File: config.mk
export PLATFORM = sky130hd
export DESIGN_NAME = rr_arbiter_8
export DESIGN_NICKNAME = d
export VERILOG_FILES = /design/src/rtl/rr_arbiter_8.sv
export SDC_FILE = /design/constraint.sdc
export NUM_CORES = 1
export LEC_CHECK = 0
export CAP_MARGIN = 20
export CORE_MARGIN = 1.5
export CORE_UTILIZATION = 35
export DETAILED_ROUTE_END_ITERATION = 8
export HOLD_SLACK_MARGIN = 0.06
export PLACE_DENSITY = 0.64
export SLEW_MARGIN = 20
export SYNTH_ARGS = -nofsm -noshare
export SYNTH_HDL_FRONTEND = slang
export SYNTH_SLANG_ARGS = --single-unit
File: constraint.sdc
create_clock -name clk -period 3.8 [get_ports clk]
set_input_delay 0.76 -clock clk [delete_from_list [all_inputs] [get_ports clk]]
set_output_delay 0.76 -clock clk [all_outputs]
set_load 0.01 [all_outputs]
File: src/rtl/rr_arbiter_8.sv
// rr_arbiter_8: eight-client round-robin arbiter with a registered one-hot
// grant and binary owner index. After each grant the search starts one
// position above the last owner and wraps, so the previous owner always
// has the lowest priority.
//
// Optional feature (macro GRANT_TIMEOUT_EN): a hold counter forces a release
// after MAX_HOLD cycles of continuous ownership and pulses `timeout`.
// With the macro undefined, no counter is built and `timeout` stays 0.

module rr_arbiter_8 #(
    parameter int unsigned MAX_HOLD = 16,
    parameter int unsigned CNT_W    = 8
) (
    input  logic       clk,
    input  logic       reset,
    input  logic [7:0] req,
    input  logic       done,
    output logic [7:0] grant,
    output logic [2:0] grant_idx,
    output logic       grant_valid,
    output logic       timeout
);

    typedef enum logic [0:0] {
        ST_IDLE = 1'b0,
        ST_BUSY = 1'b1
    } state_t;

    // Rotating-priority search. Returns {hit, index}. Indices are scanned
    // from last+1 up to last+8 (last itself), with wrap mod 8. The loop runs
    // backwards so the closest requester overwrites all earlier matches.
    function automatic logic [3:0] rr_search(input logic [7:0] r, input logic [2:0] last);
        logic [3:0] res;
        logic [2:0] idx;
        res = 4'b0000;
        for (int i = 8; i >= 1; i--) begin
            idx = last + 3'(i);
            if (r[idx]) begin
                res = {1'b1, idx};
            end
        end
        return res;
    endfunction

    // Catch illegal parameter combinations at elaboration.
    if ((MAX_HOLD < 2) || (MAX_HOLD > 255) || ((2 ** CNT_W) <= MAX_HOLD)) begin : g_param_check
        $error("rr_arbiter_8: illegal MAX_HOLD/CNT_W combination");
    end

    state_t     state_q;
    logic [7:0] grant_q;
    logic [2:0] grant_idx_q;
    logic       grant_valid_q;
    logic       timeout_q;
    logic [2:0] last_owner_q;

    logic       pick_hit_s;
    logic [2:0] pick_idx_s;
    logic       tmo_hit_s;
    logic       release_s;
    logic       forced_s;

`ifdef GRANT_TIMEOUT_EN
    logic [CNT_W-1:0] hold_q;
    logic [CNT_W-1:0] hold_d;

    assign tmo_hit_s = (hold_q == CNT_W'(MAX_HOLD - 1));

    // Hold counter next value: count BUSY cycles without a release, clear otherwise.
    always_comb begin
        hold_d = '0;
        if ((state_q == ST_BUSY) && !release_s) begin
            hold_d = hold_q + CNT_W'(1);
        end else begin
            hold_d = '0;
        end
    end

    // Hold counter register.
    always_ff @(posedge clk) begin
        if (reset) begin
            hold_q <= '0;
        end else begin
            hold_q <= hold_d;
        end
    end
`else
    assign tmo_hit_s = 1'b0;
`endif

    // Search winner and release decision for the current cycle.
    always_comb begin
        pick_hit_s = 1'b0;
        pick_idx_s = 3'd0;
        release_s  = 1'b0;
        forced_s   = 1'b0;
        {pick_hit_s, pick_idx_s} = rr_search(req, last_owner_q);
        if (state_q == ST_BUSY) begin
            // done and withdrawal together still make one release.
            release_s = done || !req[grant_idx_q] || tmo_hit_s;
            // Only a release caused purely by the hold limit counts as forced.
            forced_s  = tmo_hit_s && !done && req[grant_idx_q];
        end else begin
            release_s = 1'b0;
            forced_s  = 1'b0;
        end
    end

    // Arbitration FSM with registered outputs.
    always_ff @(posedge clk) begin
        if (reset) begin
            state_q       <= ST_IDLE;
            grant_q       <= 8'h00;
            grant_idx_q   <= 3'd0;
            grant_valid_q <= 1'b0;
            timeout_q     <= 1'b0;
            last_owner_q  <= 3'd7;
        end else begin
            timeout_q <= forced_s;
            case (state_q)
                ST_IDLE: begin
                    if (pick_hit_s) begin
                        state_q       <= ST_BUSY;
                        grant_q       <= 8'h01 << pick_idx_s;
                        grant_idx_q   <= pick_idx_s;
                        grant_valid_q <= 1'b1;
                        last_owner_q  <= pick_idx_s;
                    end else begin
                        state_q       <= ST_IDLE;
                        grant_q       <= 8'h00;
                        grant_valid_q <= 1'b0;
                    end
                end
                ST_BUSY: begin
                    if (release_s && pick_hit_s) begin
                        // Back-to-back handover (or re-grant of a sole requester).
                        state_q       <= ST_BUSY;
                        grant_q       <= 8'h01 << pick_idx_s;
                        grant_idx_q   <= pick_idx_s;
                        grant_valid_q <= 1'b1;
                        last_owner_q  <= pick_idx_s;
                    end else if (release_s) begin
                        // Nobody left: go idle, keep grant_idx as the last owner.
                        state_q       <= ST_IDLE;
                        grant_q       <= 8'h00;
                        grant_valid_q <= 1'b0;
                    end else begin
                        state_q       <= ST_BUSY;
                    end
                end
                default: begin
                    state_q       <= ST_IDLE;
                    grant_q       <= 8'h00;
                    grant_valid_q <= 1'b0;
                end
            endcase
        end
    end

    assign grant       = grant_q;
    assign grant_idx   = grant_idx_q;
    assign grant_valid = grant_valid_q;
    assign timeout     = timeout_q;

endmodule

==> results.md <==
* Synth top cells by count: 18 x nor2_1, 16 x dfxtp_1, 15 x mux2_2, 14 x mux4_2
* P_sw at 984 uW
* Crit path required time at ~4.0 ns
* Worst hold start: grant[7]
* Async set or reset register ratio after synthesis at 0
* Die Wd at approximately 76 um
* Leakage power at 0.000804 uW
* Largest net degree at the start of global routing at 24
* Placed Area at 0.00210 mm^2
* Mapped Cells at 191
* Max-Cap Viols at 0
* Syn Area/Cell at 9.71 um^2
* # hold bufs at CTS at 0
* Post-DRT Antenna Nets at 0
* Pwr Density at 979 mW/mm^2
* Nets at around 220
* Total power draw at 2090 uW
* Synth-to-Final Area Change at 15.2%
* Worst IR Drop VDD at 0.391 mV
* Final WS setup at 0.379 ns
* Residual DRC count at 0
* Netlist cell types at 58
* Max-slew violations at 0
* Final Hold Viols at 0
* EDFF count, synth at 0
* CP Max Fanout at 11
* DR WL/cell at 17.1 um
* CTS max path bufs at 2
* Worst Setup SP: req[7]
* Reg-to-reg slack, setup at 0.44 ns
* Overall die height at 75.8 um
* Post-Route WL at 4.64 mm
* CP Class: in2reg
* Outcome: complete, no violations
* CP endpoint kind: register
* Setup TNS at 0 ns
* CTS tree: built
* Congestion Overflow GR at 0
* Ys Warns at 0
* Worst slew pin tran at 0.627 ns
* Count leader, synth: nor2_1
* Setup WS pre-CTS at between 0.1 and 0.15 ns
* H-tree lvl count at 1
* DRT iter0 DRCs at between 80 and 90
* I/O Buffers at 22
* Area of the core at 0.00511 mm^2
* Vias in the first global route at 1524
* Vias per std cell at around 6.0
* Clk_lat worst skew at 0.24 ns
* Syn nets at 204
* Sw frac at 0.470
* Post-CTS setup buffer count at 0
* Ant diodes at 0
* Fin area at 0.00214 mm^2
* Internal power at 1110 uW
* Root Buffer: clkbuf_8
* WHS at between 0.4 and 0.5 ns
* Synth Register Bits at 16
* Total clock buffers created by CTS at 3
* DP Wirelength at about 3.5 mm
* Reg2Reg Launch Point: last_owner_q[0]
* Unrepaired setup endpoints after global routing: false
* First-pass GRT wire length at ~7.6 mm
* Critical path launch point type: input pin
* Fin crit period at 3.42 ns
* Share of total power in the clock network at 0.058
* Crit path DAT at 3.61 ns
* CTS resizes at 0
* Via count at approximately 1.6k
* Die area at ~0.0057 mm^2
* GP Congestion at 0.874
* Flop pwr share at 0.136
* Total track usage at 0.175
* Rows at 26
* Yosys top cell area share at 0.173
* Combinational cell fraction of total power at 0.806
* Share of post-route cells with drive strength above 1 at 0.224
* Antenna violations before repair at 0
* Initial Util at 0.363
* Io pins at 24
* Final worst path period share at 0.900
* Ys flop type: dfxtp_1
* Clk sinks at 16
* F_max at ~0.29 GHz
* Clk_skew at 0.000593 ns
* Rel. slew slack at 0.582
* Finish-stage setup viols at 0
* Hold Path Class: reg2reg
* Mapped Area at 0.00186 mm^2
* Seq/Total Area, Yosys at 0.173
* Area leader, netlist: dfxtp_1
* Fillers at between 400 and 500
* Ranking of synthesized cells by area: dfxtp_1 17%, mux4_2 17%, mux2_2 9.1%
* Drt pass-1 iters at 5
* Clk pin slew, worst setup/hold paths at 0.06 ns
==> cells by family after synthesis <==
| group | share of synthesized area |
|---|---|
| other cells | 0.00202 |
| flops | 0.173 |
| xor+xnor | 0.0189 |
| mux | 0.386 |
| buf+inv | 0.0782 |
| fa+ha+maj | 0.0135 |
| compound gates | 0.173 |
| simple gates | 0.156 |
==> stage by stage <==
| stage | instances | utilization |
|---|---|---|
| global placement | 268 | 0.411 |
| global route | 271 | 0.419 |
| CTS | 271 | 0.419 |
| finish | 271 | 0.419 |
| detailed placement | 268 | 0.411 |
| floorplan | 191 | - |
==> cells in the final DEF (no fill, tap or decap), types with 2 or more instances in the layout <==
| master | netlist | layout |
|---|---|---|
| a211oi_1 | 2 | 2 |
| o311ai_0 | 2 | 2 |
| dfxtp_1 | 16 | 16 |
| buf_4 | 1 | 9 |
| inv_1 | 2 | 2 |
| xnor2_1 | 3 | 3 |
| nand2b_1 | 3 | 3 |
| nor3_1 | 4 | 4 |
| a32o_1 | 8 | 8 |
| mux2_2 | 15 | 15 |
| a31oi_1 | 2 | 2 |
| clkbuf_8 | 0 | 3 |
| a21oi_1 | 6 | 6 |
| mux2i_1 | 13 | 13 |
| ha_1 | 2 | 2 |
| mux4_2 | 14 | 14 |
| o2bb2ai_1 | 2 | 2 |
| mux4_1 | 3 | 3 |
| nor2b_1 | 5 | 5 |
| o21a_1 | 2 | 2 |
| and2_1 | 2 | 2 |
| nand2_1 | 8 | 8 |
| o21ai_0 | 3 | 3 |
| and3_1 | 2 | 2 |
| clkdlybuf4s50_1 | 0 | 22 |
| nor2_1 | 18 | 18 |
| a311oi_1 | 2 | 2 |
==> layer usage <==
layer	vias up	wire length [um]	GRT usage
met5	-	0	0
met4	0	70	0.0437
met3	6	128	0.0291
met2	35	2260	0.287
met1	810	2170	0.238
li1	766	-	-
==> state kept, by name, summed over array words and instances, names as in the netlist <==
register	flops
grant	8
grant_idx	3
last_owner_q	3
grant_valid	1
state_q	1
==> area by class of cell <==
cell class / count / area [um^2] / area share
multi-input combinational: 148 / 1390 / 0.650
tap: 70 / 87.6 / 0.0410
inverter: 3 / 11.3 / 0.00527
sequential: 16 / 320 / 0.150
clock buffer: 3 / 41.3 / 0.0193
timing repair buffer: 31 / 288 / 0.135
==> worst max-delay path, cell delays in order <==
cell,delay [ns]
clkdlybuf4s50_1,0.61
mux4_1,0.73
mux2_2,0.37
a21o_1,0.19
a211oi_1,0.36
nor2b_1,0.37
a32o_1,0.22
==> final timing paths <==
check | endpoint | cells past startpoint
worst max-delay path | grant[1] | 7
worst min-delay path | grant[7] | 1
worst max register to register | grant[1] | 10
worst min register to register | grant[7] | 1
==> power by group through the flow <==
stage               combinational [uW]  clock (uW)  sequential (uW)
finish                            1690         121              284
global route                      1840         133              294
CTS                               1680         125              284
detailed placement                1680           0              287
global placement                  1670           0              288
floorplan                         1320           0              279
Power figures use the tool's default switching activity.
